===== src/rtl/comparator_pkg.sv =====
// -----------------------------------------------------------------------------
// comparator_pkg
// Shared definitions for the comparator_stream block:
//   - 2-bit result code carried from the compare core to the result register
//   - run-tracking FSM state encodings
// -----------------------------------------------------------------------------
package comparator_pkg;

    typedef logic [1:0] cmp_code_t;

    // Result codes. CMP_NONE is only ever held out of reset, so all three
    // decoded flags read 0 until the first accept.
    localparam cmp_code_t CMP_NONE = 2'b00;
    localparam cmp_code_t CMP_LT   = 2'b01;
    localparam cmp_code_t CMP_EQ   = 2'b10;
    localparam cmp_code_t CMP_GT   = 2'b11;

    // Run-tracking FSM states.
    localparam logic [1:0] ST_EMPTY  = 2'b00;
    localparam logic [1:0] ST_TRACK  = 2'b01;
    localparam logic [1:0] ST_LOCKED = 2'b10;

endpackage


===== src/rtl/cmp_core.sv =====
// -----------------------------------------------------------------------------
// cmp_core
// Combinational magnitude compare of one operand pair.
// Ports:
//   in0, in1     [WIDTH-1:0] operands A and B
//   signed_mode  1 = two's-complement compare, 0 = unsigned
//   code         result code (CMP_LT / CMP_EQ / CMP_GT), never CMP_NONE
// -----------------------------------------------------------------------------
module cmp_core
    import comparator_pkg::*;
#(
    parameter int WIDTH = 8
) (
    input  logic [WIDTH-1:0] in0,
    input  logic [WIDTH-1:0] in1,
    input  logic             signed_mode,
    output cmp_code_t        code
);

    logic [WIDTH-1:0] sign_flip;
    logic [WIDTH-1:0] a_key;
    logic [WIDTH-1:0] b_key;

    // Inverting the MSB maps two's-complement order onto unsigned order, so a
    // single unsigned comparator serves both modes.
    always_comb begin
        // NOTE: every signal written here gets a default first, so no path
        // leaves it unassigned and no latch is inferred.
        sign_flip            = '0;
        sign_flip[WIDTH-1]   = signed_mode;
        a_key                = in0 ^ sign_flip;
        b_key                = in1 ^ sign_flip;
        if (a_key == b_key) begin
            code = CMP_EQ;
        end else if (a_key > b_key) begin
            code = CMP_GT;
        end else begin
            code = CMP_LT;
        end
    end

endmodule


===== src/rtl/comparator_stream.sv =====
// -----------------------------------------------------------------------------
// comparator_stream
// Registered, valid/ready handshaked comparator with run-length debounce.
// Ports:
//   clk, rst            clock; synchronous active-high reset
//   in_valid/in_ready   operand handshake (in0, in1, signed_mode sampled)
//   out_valid/out_ready result handshake
//   EQ, GTR, LR         one-hot result flags (in0 ==, >, < in1)
//   stable              run_len has reached STABLE_CNT
//   run_len             consecutive identical results incl. current, saturating
// -----------------------------------------------------------------------------
module comparator_stream
    import comparator_pkg::*;
#(
    parameter int WIDTH      = 8,
    parameter int STABLE_CNT = 4,
    parameter int RUN_W      = 4
) (
    input  logic             clk,
    input  logic             rst,
    input  logic             in_valid,
    output logic             in_ready,
    input  logic [WIDTH-1:0] in0,
    input  logic [WIDTH-1:0] in1,
    input  logic             signed_mode,
    output logic             out_valid,
    input  logic             out_ready,
    output logic             EQ,
    output logic             GTR,
    output logic             LR,
    output logic             stable,
    output logic [RUN_W-1:0] run_len
);

    localparam logic [RUN_W-1:0] RUN_MAX   = '1;
    localparam logic [RUN_W-1:0] STABLE_TH = RUN_W'(STABLE_CNT);

    cmp_code_t        cur_code;
    cmp_code_t        res_code;
    logic [1:0]       state;
    logic [1:0]       state_next;
    logic [RUN_W-1:0] run_next;
    logic             same;
    logic             accept;

    cmp_core #(.WIDTH(WIDTH)) u_core (
        .in0         (in0),
        .in1         (in1),
        .signed_mode (signed_mode),
        .code        (cur_code)
    );

    assign in_ready = !rst && (!out_valid || out_ready);
    assign accept   = in_valid && in_ready;

    // res_code survives consumption of the result, so it doubles as the
    // "previous result" for run tracking.
    always_comb begin
        same     = (state != ST_EMPTY) && (cur_code == res_code);
        run_next = RUN_W'(1);
        if (same) begin
            run_next = (run_len == RUN_MAX) ? run_len : run_len + 1'b1;
        end
        state_next = (run_next >= STABLE_TH) ? ST_LOCKED : ST_TRACK;
    end

    always_ff @(posedge clk) begin
        // NOTE: state updates use non-blocking assignments so every register
        // samples pre-edge values regardless of statement order.
        if (rst) begin
            out_valid <= 1'b0;
            res_code  <= CMP_NONE;
            run_len   <= '0;
            state     <= ST_EMPTY;
        end else if (accept) begin
            out_valid <= 1'b1;
            res_code  <= cur_code;
            run_len   <= run_next;
            state     <= state_next;
        end else if (out_ready) begin
            // Result consumed with nothing new: flags and run_len hold.
            out_valid <= 1'b0;
        end
    end

    assign EQ     = (res_code == CMP_EQ);
    assign GTR    = (res_code == CMP_GT);
    assign LR     = (res_code == CMP_LT);
    assign stable = (state == ST_LOCKED);

endmodule

===== config.mk =====
export PLATFORM = sky130hd
export DESIGN_NAME = comparator_stream
export DESIGN_NICKNAME = d
export VERILOG_FILES = /design/src/rtl/comparator_pkg.sv /design/src/rtl/cmp_core.sv /design/src/rtl/comparator_stream.sv
export SDC_FILE = /design/constraint.sdc
export NUM_CORES = 1
export LEC_CHECK = 0
export CORE_AREA = 4 4 51 53
export CTS_BUF_LIST = sky130_fd_sc_hd__clkbuf_16
export CTS_CLUSTER_SIZE = 12
export DETAILED_ROUTE_END_ITERATION = 10
export DIE_AREA = 0 0 55 57
export PLACE_DENSITY_LB_ADDON = 0.25
export SYNTH_ARGS = -nofsm -noshare
export SYNTH_HDL_FRONTEND = slang
export SYNTH_SLANG_ARGS = --single-unit
export TNS_END_PERCENT = 50

===== constraint.sdc =====
create_clock -name clk -period 2.1 [get_ports clk]
set_input_delay 0.21 -clock clk [delete_from_list [all_inputs] [get_ports clk]]
set_output_delay 0.21 -clock clk [all_outputs]
set_load 0.03 [all_outputs]

==> results.toml <==
[setup_path]
criticalPathCategory = "in -> reg"
end_kind = "flop"
startpoint_type = "input pin"
crit_path_max_fanout = 6
cp.required_ps = 2270
ff2ff_setup_slack_ps = 350
r2r_cells = 7
worstPathArrival_ps = 2130

[yosys]
synth.avg_cell_area_um2 = 8.370
synthCells = 87
seq_area_frac_synth_pct = 24.74
syn_area_um2 = 728.2
synth_cell_types = 35
synth_nets = 117
yosys_warnings = 0
ys_ff_latch = 9

[floorplan]
die_h_um = 57
coreArea_um2 = 2148
die_area_um2 = 3135
core.rowCount = 17
start_util_pct = 33.90
die_w_um = 55
ios = 31

[clock_network]
htree_levels = 1
cts_buffer_depth = 2
cts_hold_buf = 0
cts_tree = "built"
clockRootBuffer = "clkbuf_16"
insertion_delay_ps = 240
clk_pin_slew_ps = 40
cts.sinks = 9
numCtsBuffers = 3

[final_layout]
final_nets = 159
diodes = 0
area_delta_synth_final_pct = 89.69
drive_gt1_share_pct = 35.94

[grt]
grt_max_degree = 8
grt_pass1_vias = 773
grt_pass1_wl_mm = 3.139
antenna_found_initial = 0
grt-ovfl-total = 0
grt_util_all_layers_pct = 13.54

[run_status]
outcome = "completed"

[power_and_ir_drop]
pwr-share-seq_pct = 25.4
combPwrFrac_pct = 28.8
swShare_pct = 26.38
vdd_drop_max_mv = 0.4686
powerDensity_nw_per_um2 = 541.7
p_int_mw = 0.5509
switchingPower_mw = 0.1974
power.share.clock_pct = 45.8
leakage_nw = 0.5739

[run]
drv_cap = 0

[timing]
min_period_ps = 1960
rsz0062_at_grt = "no"
skew_ps = 2.772
fin_crit_sh_pct = 93.35
max_freq_mhz = 510.1
hold_violations = 0
worst_slew_pin_slew_ps = 379.4
finalSetupViolations = 0
fin_ws_ps = 139.6
finalMaxSlewViolations = 0
fin_setup_tns_ps = 0
max_slew_margin_pct = 74.62

[place]
post-place-ws_ps = -533.1
io_buffer_count = 30
gp_congestion = 0.8021
dp_hpwl_mm = 1.403

[detailed_routing]
drt_pass1_iterations = 4
drt_iter0_markers = 4
drc = 0
num_vias = 781
vias_per_cell = 5.006
ant_nets = 0
route.detailed.wl_per_inst_um = 12.83
wl_mm = 2.001

[min_path]
hold_depth = 2
min-delay-path-class = "reg -> reg"
## critical path, stage by stage
cell and delay, ps:
dlygate4sd2_1 260, ha_4 270, nand4_1 210, or4_4 490, a21oi_2 150, mux2_4 200, buf_6 120, a31oi_4 70
mux2i_1 130
## layer usage
metal | vias to the layer above | global-route usage (%) | part of all wire, %
met5 | - | 0 | 0
met4 | 0 | 6.250 | 1.9
met3 | 3 | 3.655 | 8.7
met2 | 26 | 23.14 | 48
met1 | 355 | 15.04 | 42
li1 | 397 | - | -
## per-stage QoR
| step | cells | instance area (µm²) | utilization [%] | total power [mW] | hold WS [ps] |
|---|---|---|---|---|---|
| floorplan | 87 | 728.2 | - | 0.2769 | 282.4 |
| global placement | 150 | 1097 | 51.08 | 0.3498 | 492.7 |
| detailed placement | 150 | 1097 | 51.08 | 0.3527 | 514.9 |
| CTS | 156 | 1343 | 62.49 | 0.7430 | 559.9 |
| global route | 156 | 1381 | 64.30 | 0.7796 | 593.6 |
| finish | 156 | 1381 | 64.30 | 0.7483 | 565.6 |
## cells in the mapped netlist, drive strengths merged
library cell,n,area [µm²]
a21o,1,7.510
a2111oi,1,8.760
nand4,3,25.02
a22o,1,10.01
nand3,3,15.01
inv,7,26.28
ha,9,112.6
o211a,1,10.01
a31o,1,8.760
o211ai,1,7.510
or4,1,11.26
nand3b,1,7.510
nor2,11,41.29
a21oi,4,20.02
xor2,1,8.760
nor2b,4,25.02
o31a,1,10.01
xnor2,1,8.760
mux2,1,15.01
nor3,4,20.02
buf,1,11.26
and2,2,12.51
mux2i,1,10.01
nand2b,3,18.77
nand2,4,15.01
a41oi,2,25.03
a31oi,1,6.260
o21ai,1,5.000
o221ai,1,8.760
a21boi,1,7.510
o21a,3,22.52
dfxtp,9,180.2
or2,1,6.260
## final cells by class
class / count / area (µm²)
repair buffers: 38 / 352.8
multi-input cells: 70 / 706.9
well taps: 28 / 35.03
clock buffers: 3 / 75.07
fillers: 174 / 767.0
clock inverters: 1 / 5.005
inverters: 7 / 26.28
flip-flops and latches: 9 / 180.2
## cell usage in the layout (no fill, tap or decap), types with 2 or more instances in the layout
cell | synthesis | final
a21oi_1 | 4 | 3
nand2_1 | 4 | 4
and2_1 | 2 | 2
nor2_1 | 11 | 11
inv_2 | 0 | 7
nand2b_1 | 3 | 2
dfxtp_1 | 9 | 9
buf_4 | 0 | 7
clkdlybuf4s50_1 | 0 | 13
ha_4 | 0 | 8
nand4_1 | 2 | 2
clkbuf_16 | 0 | 3
nor2b_1 | 4 | 4
nand3_1 | 3 | 2
o21a_1 | 3 | 3
dlygate4sd2_1 | 0 | 10
buf_6 | 1 | 2
clkbuf_2 | 0 | 2
dlymetal6s2s_1 | 0 | 4
nor3_1 | 4 | 4
## logic make-up after synthesis
kind of cell / share of synthesized area [%]
simple gates: 27.15
mux: 3.436
buf+inv: 5.155
flops: 24.74
fa+ha+maj: 15.46
xor+xnor: 2.406
compound gates: 21.65
## registers in the layout (all words and copies together) (netlist names)
register / count
res_code: 2
run_len: 4
state: 2
out_valid: 1
## path summary, 6_finish.rpt
path / startpoint / to
setup / recovery: in0[3] / run_len[2]
hold / removal: state[0] / state[0]
setup reg to reg: state[0] / run_len[2]
hold reg to reg: state[0] / state[0]
## power by group through the flow
stage / registers (mW) / clock network (mW) / logic (mW)
2_1_floorplan: 0.194 / 0 / 0.0830
3_3_place_gp: 0.190 / 0 / 0.159
3_5_place_dp: 0.190 / 0 / 0.162
4_1_cts: 0.190 / 0.349 / 0.205
5_1_grt: 0.192 / 0.355 / 0.233
6_report: 0.190 / 0.343 / 0.216
## what timing repair did
action | 4_1_cts | 5_1_grt
buffers inserted | 2 | 0
gates resized for setup | 40 | 16
pin swaps | 14 | 8
endpoints found under the setup margin | 6 | 6
Note: power is estimated with default switching activity, not from simulation.
